[src/rtl/dds_phase_accumulator.sv]
// DDS phase accumulator: divides the system clock to the sample rate and advances a
// wide phase register by a handshaked frequency tuning word once per sample.
module dds_phase_accumulator #(
   parameter int unsigned ACC_W   = 24,
   parameter int unsigned PHASE_W = 14,
   parameter int unsigned CLK_DIV = 250
) (
   input  logic               clk,
   input  logic               rst,
   input  logic               enable,
   input  logic               phase_sync,
   input  logic [ACC_W-1:0]   ftw_data,
   input  logic               ftw_valid,
   output logic               ftw_ready,
   output logic [PHASE_W-1:0] phase_out,
   output logic               sample_tick,
   output logic               wrap
);

   localparam int unsigned PW = $clog2(CLK_DIV);
   localparam logic [PW-1:0] PRESC_LAST = PW'(CLK_DIV - 1);

   logic [ACC_W-1:0] acc, acc_d;
   logic [ACC_W-1:0] active_ftw, active_ftw_d;
   logic [ACC_W-1:0] pending_ftw, pending_ftw_d;
   logic             pending_full, pending_full_d;
   logic [PW-1:0]    presc, presc_d;
   logic             sample_tick_d, wrap_d;
   logic             tick, capture, apply;
   logic [ACC_W:0]   sum;

   assign tick      = enable && (presc == PRESC_LAST);
   assign ftw_ready = !pending_full;
   assign capture   = ftw_valid && !pending_full;
   // phase_sync suppresses the apply as well as the accumulate on a tick cycle.
   assign apply     = tick && !phase_sync && pending_full;
   assign sum       = {1'b0, acc} + {1'b0, active_ftw};
   assign phase_out = acc[ACC_W-1 -: PHASE_W];

   always_comb begin
      acc_d          = acc;
      presc_d        = presc;
      sample_tick_d  = 1'b0;
      wrap_d         = 1'b0;
      active_ftw_d   = active_ftw;
      pending_ftw_d  = pending_ftw;
      pending_full_d = pending_full;

      if (phase_sync) begin
         acc_d   = '0;
         presc_d = '0;
      end else if (enable) begin
         presc_d = tick ? '0 : presc + PW'(1);
         if (tick) begin
            acc_d         = sum[ACC_W-1:0];
            wrap_d        = sum[ACC_W];
            sample_tick_d = 1'b1;
         end
      end

      // Capture needs an empty slot and apply needs a full one, so they never collide.
      if (apply) begin
         active_ftw_d   = pending_ftw;
         pending_full_d = 1'b0;
      end
      if (capture) begin
         pending_ftw_d  = ftw_data;
         pending_full_d = 1'b1;
      end
   end

   always_ff @(posedge clk) begin
      if (rst) begin
         acc          <= '0;
         active_ftw   <= '0;
         pending_ftw  <= '0;
         pending_full <= 1'b0;
         presc        <= '0;
         sample_tick  <= 1'b0;
         wrap         <= 1'b0;
      end else begin
         acc          <= acc_d;
         active_ftw   <= active_ftw_d;
         pending_ftw  <= pending_ftw_d;
         pending_full <= pending_full_d;
         presc        <= presc_d;
         sample_tick  <= sample_tick_d;
         wrap         <= wrap_d;
      end
   end

endmodule

[config.mk]
export PLATFORM = sky130hd
export DESIGN_NAME = dds_phase_accumulator
export DESIGN_NICKNAME = d
export VERILOG_FILES = /design/src/rtl/dds_phase_accumulator.sv
export SDC_FILE = /design/constraint.sdc
export NUM_CORES = 1
export LEC_CHECK = 0
export BUFFER_PORTS_ARGS = -buffer_cell sky130_fd_sc_hd__buf_2
export CORE_ASPECT_RATIO = 2
export CORE_UTILIZATION = 33
export CTS_CLUSTER_DIAMETER = 150
export DETAILED_ROUTE_END_ITERATION = 8
export MAX_ROUTING_LAYER = met4
export PLACE_DENSITY = 0.58
export SYNTH_ARGS = -nofsm -noshare
export SYNTH_HDL_FRONTEND = slang
export SYNTH_SLANG_ARGS = --single-unit
[constraint.sdc]
create_clock -name clk -period 2.6 [get_ports clk]
set_input_delay 0.13 -clock clk [delete_from_list [all_inputs] [get_ports clk]]
set_output_delay 0.13 -clock clk [all_outputs]
set_load 0.005 [all_outputs]
==> results of run 1 <==
worst register-to-register path, delay by kind of cell (launching register included):
family	cells	cell delay, ns
flops	1	0.32
compound gates	4	0.73
fa+ha+maj	1	0.44
simple gates	2	0.86
per-stage QoR:
stage          cells  total power, uW
2_1_floorplan    556             1390
3_3_place_gp     727             1430
3_5_place_dp     727             1440
4_1_cts          742             2740
5_1_grt          742             2800
6_report         742             2700
logic make-up (layout without fill, tap and decap cells):
| logic type | count (synthesis) | count (layout) | synth area share |
|---|---|---|---|
| flops | 83 | 83 | 0.382 |
| mux | 4 | 4 | 0.00921 |
| xor+xnor | 16 | 16 | 0.0322 |
| compound gates | 152 | 152 | 0.214 |
| simple gates | 226 | 226 | 0.228 |
| buf+inv | 48 | 82 | 0.0555 |
| fa+ha+maj | 27 | 27 | 0.0794 |
cell type report:
| class | count | area, um^2 | area share |
|---|---|---|---|
| clock buffer | 10 | 239 | 0.0478 |
| tap | 152 | 190 | 0.0380 |
| inverter | 6 | 22.5 | 0.00450 |
| sequential | 83 | 1660 | 0.332 |
| timing repair buffer | 61 | 358 | 0.0716 |
| clock inverter | 5 | 62.6 | 0.0125 |
| multi-input combinational | 425 | 2470 | 0.493 |
routing by layer:
layer	vias up	global-route usage	share of wire	wire length, um
met5	-	-	0	0
met4	0	0.0846	0.032	355
met3	21	0.0317	0.032	353
met2	78	0.316	0.54	5930
met1	1776	0.174	0.40	4340
li1	1982	-	-	-
path summary, 6_finish.rpt:
kind / startpoint / to
hold / removal: ftw_data[14] / pending_ftw[14]$_SDFFE_PP0P_
setup reg to reg: acc[9]$_SDFFE_PP0P_ / acc[23]$_SDFFE_PP0P_
setup / recovery: acc[9]$_SDFFE_PP0P_ / acc[23]$_SDFFE_PP0P_
hold reg to reg: pending_ftw[18]$_SDFFE_PP0P_ / active_ftw[18]$_SDFFE_PP0P_
sequential cells by signal (all words and copies together) (netlist names):
register / count
acc: 24
presc: 8
active_ftw: 24
pending_ftw: 24
pending_full: 1
wrap: 1
sample_tick: 1
timing repair:
action,in CTS,in global routing
endpoints found under the hold margin,0,0
endpoints found under the setup margin,3,2
resized for setup,1,2
cells in the mapped netlist (5+ instances only):
| master | count | area share |
|---|---|---|
| a211oi_1 | 5 | 0.0086 |
| a21o_1 | 10 | 0.017 |
| a21oi_1 | 79 | 0.091 |
| and2_1 | 5 | 0.0072 |
| and3_1 | 6 | 0.0086 |
| buf_4 | 14 | 0.024 |
| clkbuf_1 | 26 | 0.022 |
| dfxtp_1 | 83 | 0.38 |
| ha_1 | 26 | 0.075 |
| inv_1 | 5 | 0.0043 |
| nand2_1 | 142 | 0.12 |
| nand3_1 | 8 | 0.0092 |
| nand4_1 | 9 | 0.013 |
| nor2_1 | 28 | 0.024 |
| nor3_1 | 8 | 0.0092 |
| o21a_1 | 6 | 0.010 |
| o21ai_0 | 19 | 0.022 |
| o31ai_1 | 8 | 0.014 |
| or3_1 | 5 | 0.0072 |
| xnor2_1 | 8 | 0.016 |
| xor2_1 | 8 | 0.016 |
power groups by stage:
stage | logic [uW] | registers, uW | clock network (uW)
global route | 114 | 1310 | 1380
detailed placement | 101 | 1340 | 0
finish | 99.5 | 1310 | 1300
floorplan | 61.9 | 1330 | 0
CTS | 101 | 1310 | 1330
global placement | 98.9 | 1330 | 0
==> flow_metrics.tcl, run 1 <==
set metrics [dict create \
    status "completed" \
    rsz0062_at_grt "false" \
    worstRegToRegCells 7 \
    grt_overflow 0 \
    drive_above_1_share 0.149 \
    filler_cell_count 1333 \
    core_mm2 0.0129 \
    synth_edf_count 0 \
    drt_wl_total_um 11000 \
    grt_start_max_net_pins 48 \
    post-route-util 0.387 \
    timing.hold.ws_ns 0.0291 \
    p_sw_uw 602 \
    tightestPinTransition_ns 0.847 \
    finClkSkew_ns 0.00898 \
    die_w_um 83.2 \
    slew_violations 0 \
    die_y_um 164 \
    vdd_drop_max_v 0.000313 \
    path_cells "ha_1 > a21oi_2 > a21boi_1 > or3_4 > o21a_1 > or4_1 > a32o_1" \
    pre_cts_slack_ns -0.0576 \
    syn_inst 556 \
    slowest_delay_ns 0.46 \
    via_per_inst 5.20 \
    root_buffer "clkbuf_16" \
    ys.flop_type "dfxtp_1" \
    p_int_uw 2100 \
    vias 3857 \
    holdCritPathClass "primary input to register" \
    required_ns 2.83 \
    layout_common_cells "nand2_1 (142), dfxtp_1 (83), a21oi_1 (78)" \
    seqPwrFrac 0.483 \
    r2r_slack_ns 0.14 \
    place_area_mm2 0.00468 \
    wire_per_inst_um 14.8 \
    io_pins 46 \
    layout_min_cycle_time_ns 2.46 \
    routabilityCongestion 0.901 \
    synth.net_count 612 \
    yosysWarnings 0 \
    numCtsBuffers 9 \
    rows 59 \
    worstSkewPairLatency_ns 0.34 \
    crit_cells 7 \
    netlist_area_mm2 0.00435 \
    avgSynthCellArea_um2 7.82 \
    drtIter0Drc 118 \
    setup_viol 0 \
    ys_async_sr_fraction 0 \
    synth_cell_types 55 \
    setup_slack_ns 0.145 \
    remaining_drc_errors 0 \
    critical_path.endpoint_type "register" \
    antenna_found_initial 0 \
    critPathTopFamily "simple AND/OR/NAND/NOR gates" \
    grt_pass1_wl_um 18100 \
    cp_num_buf_inv 0 \
    leakage_uw 0.00201 \
    drtAntennaViolNets 0 \
    final_common_cell "nand2_1" \
    io_buffers 45 \
    holdPathStages 3 \
    cts.sinks 83 \
    critPathMaxFanout 10 \
    area_growth_pct 15.0 \
    htree_levels 3 \
    p_sw_frac 0.223 \
    cellPowerDensity_mw_per_mm2 541 \
    grtUsageTotal 0.172 \
    fin_area_mm2 0.00500 \
    synth-seq-area-share 0.382 \
    fin_crit_sh 0.944 \
    grt_pass1_vias 3717 \
    p_comb_frac 0.037 \
    post_cts_buffers 0 \
    maxSlewHeadroom 0.436 \
    critical_path_class "register to register" \
    maxCapViolations 0 \
    start_kind "register" \
    clock_path_buffers 2 \
    worst_setup_hold_path_clk_slew_ns 0.07 \
    hold_violations 0 \
    critPathArrivalTime_ns 2.68 \
    ctsHoldBuffers 0 \
    cp_slowest_cell "or4_1" \
    synth-seq-cells 83 \
    cts_tree "built" \
    timing.setup.tns_ns 0 \
    dr.pass1.iters 4 \
    place.detailed.hpwl_um 8470 \
    die-area_mm2 0.0137 \
    p_clk_frac 0.480 \
    finalNetCount 642 \
    num_antenna_cells 0 \
    start_util 0.337 \
    max_freq_ghz 0.407 \
]
Note: power is estimated with default switching activity, not from simulation.
==> inputs of run 2 (changes only) <==
--- a/config.mk
+++ b/config.mk
@@ -8,6 +8,7 @@
 export BUFFER_PORTS_ARGS = -buffer_cell sky130_fd_sc_hd__buf_2
 export CORE_ASPECT_RATIO = 2
 export CORE_UTILIZATION = 33
+export CTS_BUF_LIST = sky130_fd_sc_hd__clkbuf_8
 export CTS_CLUSTER_DIAMETER = 150
 export DETAILED_ROUTE_END_ITERATION = 8
 export MAX_ROUTING_LAYER = met4
==> run 2 against run 1 <==
  * Clock power is 26% lower
  * Sequential share of layout area is 0.45 points lower
  * Final area is 1.4% higher
  * Utilization is 0.53 points higher
  * Cell count is 2.3% higher
  * Fmax hardly changed
  * Hold slack worse by 0.024 ns
  * Flip-flop and latch count stayed put
  * Via count is 1.7% higher
  * Combinational power is 20% higher
  * Non-clock buffer count is 17 higher
  * Critical path type unchanged
==> flow_metrics.tcl, run 2 (synthesized netlist as in run 1, its figures left out) <==
set metrics [dict create \
    final_common_cell "nand2_1" \
    routabilityCongestion 0.901 \
    via_per_inst 5.17 \
    status "completed" \
    register_area_mm2 0.00166 \
    critPathArrivalTime_ns 2.72 \
    drtAntennaViolNets 0 \
    setup_viol 0 \
    worstRegToRegCells 7 \
    p_comb_frac 0.050 \
    start_kind "register" \
    finClkSkew_ns 0.0131 \
    vdd_drop_max_v 0.000274 \
    hold_violations 0 \
    tightestPinTransition_ns 0.838 \
    vias 3923 \
    htree_levels 3 \
    maxSlewHeadroom 0.441 \
    cellPowerDensity_mw_per_mm2 471 \
    cp_num_buf_inv 0 \
    rows 59 \
    layout_common_cells "nand2_1 (142), dfxtp_1 (83), a21oi_1 (78)" \
    maxCapViolations 0 \
    root_buffer "clkbuf_8" \
    slowest_delay_ns 0.46 \
    grt_pass1_wl_um 18100 \
    drive_above_1_share 0.145 \
    p_sw_frac 0.240 \
    critical_path_class "register to register" \
    grtUsageTotal 0.172 \
    critPathTopFamily "simple AND/OR/NAND/NOR gates" \
    max_freq_ghz 0.408 \
    crit_end "acc[23]$_SDFFE_PP0P_" \
    route.met3.wl_um 308 \
    slew_violations 0 \
    die-area_mm2 0.0137 \
    layout_min_cycle_time_ns 2.45 \
    path_cells "ha_1 > a21oi_2 > a21boi_1 > or3_4 > o21a_1 > or4_1 > a32o_1" \
    p_sw_uw 572 \
    die_y_um 164 \
    worst_setup_hold_path_clk_slew_ns 0.09 \
    r2r-end "acc[23]$_SDFFE_PP0P_" \
    critPathMaxFanout 10 \
    p_int_uw 1820 \
    rsz0062_at_grt "false" \
    io_pins 46 \
    r2r_slack_ns 0.15 \
    fin_crit_sh 0.944 \
    cts.sinks 83 \
    seqPwrFrac 0.546 \
    grt_start_max_net_pins 48 \
    die_w_um 83.2 \
    drtIter0Drc 161 \
    crit_cells 7 \
    final-instance-count-excl-fill 759 \
    drt_wl_total_um 11000 \
    wl_met1_um 4460 \
    leakage_uw 0.00204 \
    p_clk_frac 0.404 \
    dr.pass1.iters 4 \
    remaining_drc_errors 0 \
    place.detailed.hpwl_um 8470 \
    core_mm2 0.0129 \
    holdCritPathClass "primary input to register" \
    grt_pass1_vias 3712 \
    place.detailed.instances 727 \
    reg.largest.list "acc: 24 flops, active_ftw: 24 flops, pending_ftw: 24 flops" \
    required_ns 2.86 \
    timing.setup.tns_ns 0 \
    grt_overflow 0 \
    cp_slowest_cell "or4_1" \
    filler_cell_count 1331 \
    holdPathStages 3 \
    io_buffers 45 \
    worstSetupStartpoint "acc[9]$_SDFFE_PP0P_" \
    multi_input_comb_area_mm2 0.00247 \
    start_util 0.337 \
    r2r-start "acc[9]$_SDFFE_PP0P_" \
    area_growth_pct 16.6 \
    cts_tree "built" \
    clock_path_buffers 2 \
    antenna_found_initial 0 \
    worstSkewPairLatency_ns 0.37 \
    numCtsBuffers 9 \
    timing.hold.ws_ns 0.00531 \
    routed-wl-met2_um 5930 \
    finalNetCount 659 \
    num_antenna_cells 0 \
    critical_path.endpoint_type "register" \
    highest_layer "met4" \
    wire_per_inst_um 14.5 \
]
## run 2: per-stage QoR
stage | instance area (um^2) | total power, uW | worst slack [ns] | util
2_1_floorplan | 4350 | 1390 | 0.317 | -
3_3_place_gp | 4680 | 1430 | -0.0323 | 0.362
3_5_place_dp | 4680 | 1440 | -0.0576 | 0.362
4_1_cts | 5040 | 2420 | 0.0477 | 0.391
5_1_grt | 5070 | 2480 | 0.0131 | 0.392
6_report | 5070 | 2390 | 0.147 | 0.392
## run 2: power groups by stage
| stage | clock, uW | combinational, uW | sequential [uW] |
|---|---|---|---|
| 2_1_floorplan | 0 | 61.9 | 1330 |
| 5_1_grt | 1040 | 134 | 1310 |
| 6_report | 965 | 119 | 1310 |
| 4_1_cts | 991 | 119 | 1310 |
| 3_5_place_dp | 0 | 101 | 1340 |
| 3_3_place_gp | 0 | 98.9 | 1330 |
## run 2: final cells by class
cell class                 count  share of cell area
multi-input combinational    425               0.487
clock buffer                  10              0.0271
clock inverter                 5              0.0123
sequential                    83               0.328
timing repair buffer          78               0.104
inverter                       6             0.00444
tap                          152              0.0375
## run 2: how the worst min path moves through the flow
stage	startpoint	end	slack, ns
final	ftw_data[6]	pending_ftw[6]$_SDFFE_PP0P_	0.005
after global routing	ftw_data[21]	pending_ftw[21]$_SDFFE_PP0P_	0.004
after CTS	ftw_data[15]	pending_ftw[15]$_SDFFE_PP0P_	0.0006
after detailed placement	ftw_data[3]	pending_ftw[3]$_SDFFE_PP0P_	0.38
after global placement	rst	active_ftw[23]$_SDFFE_PP0P_	0.37
after floorplan	ftw_data[0]	pending_ftw[0]$_SDFFE_PP0P_	0.27
## run 2: routing by layer
| layer | global-route usage | vias up |
|---|---|---|
| li1 | - | 2014 |
| met3 | 0.0261 | 18 |
| met4 | 0.0784 | 0 |
| met1 | 0.176 | 1822 |
| met2 | 0.321 | 69 |
| met5 | - | - |
## run 2: worst register-to-register path: cells and delay by family, from the launching register on
kind                     cells  cell delay (ns)
AND/OR/NAND/NOR              2             0.85
AO/OA/AOI/OAI                4             0.73
adder cells (fa/ha/maj)      1             0.44
flip-flops                   1             0.33
## run 2: repair_timing
item,CTS,global route
buffers inserted,0,0
endpoints found under the hold margin,16,1
gates resized for setup,1,2
hold buffers,16,1
endpoints found under the setup margin,2,2
pin swaps,0,0
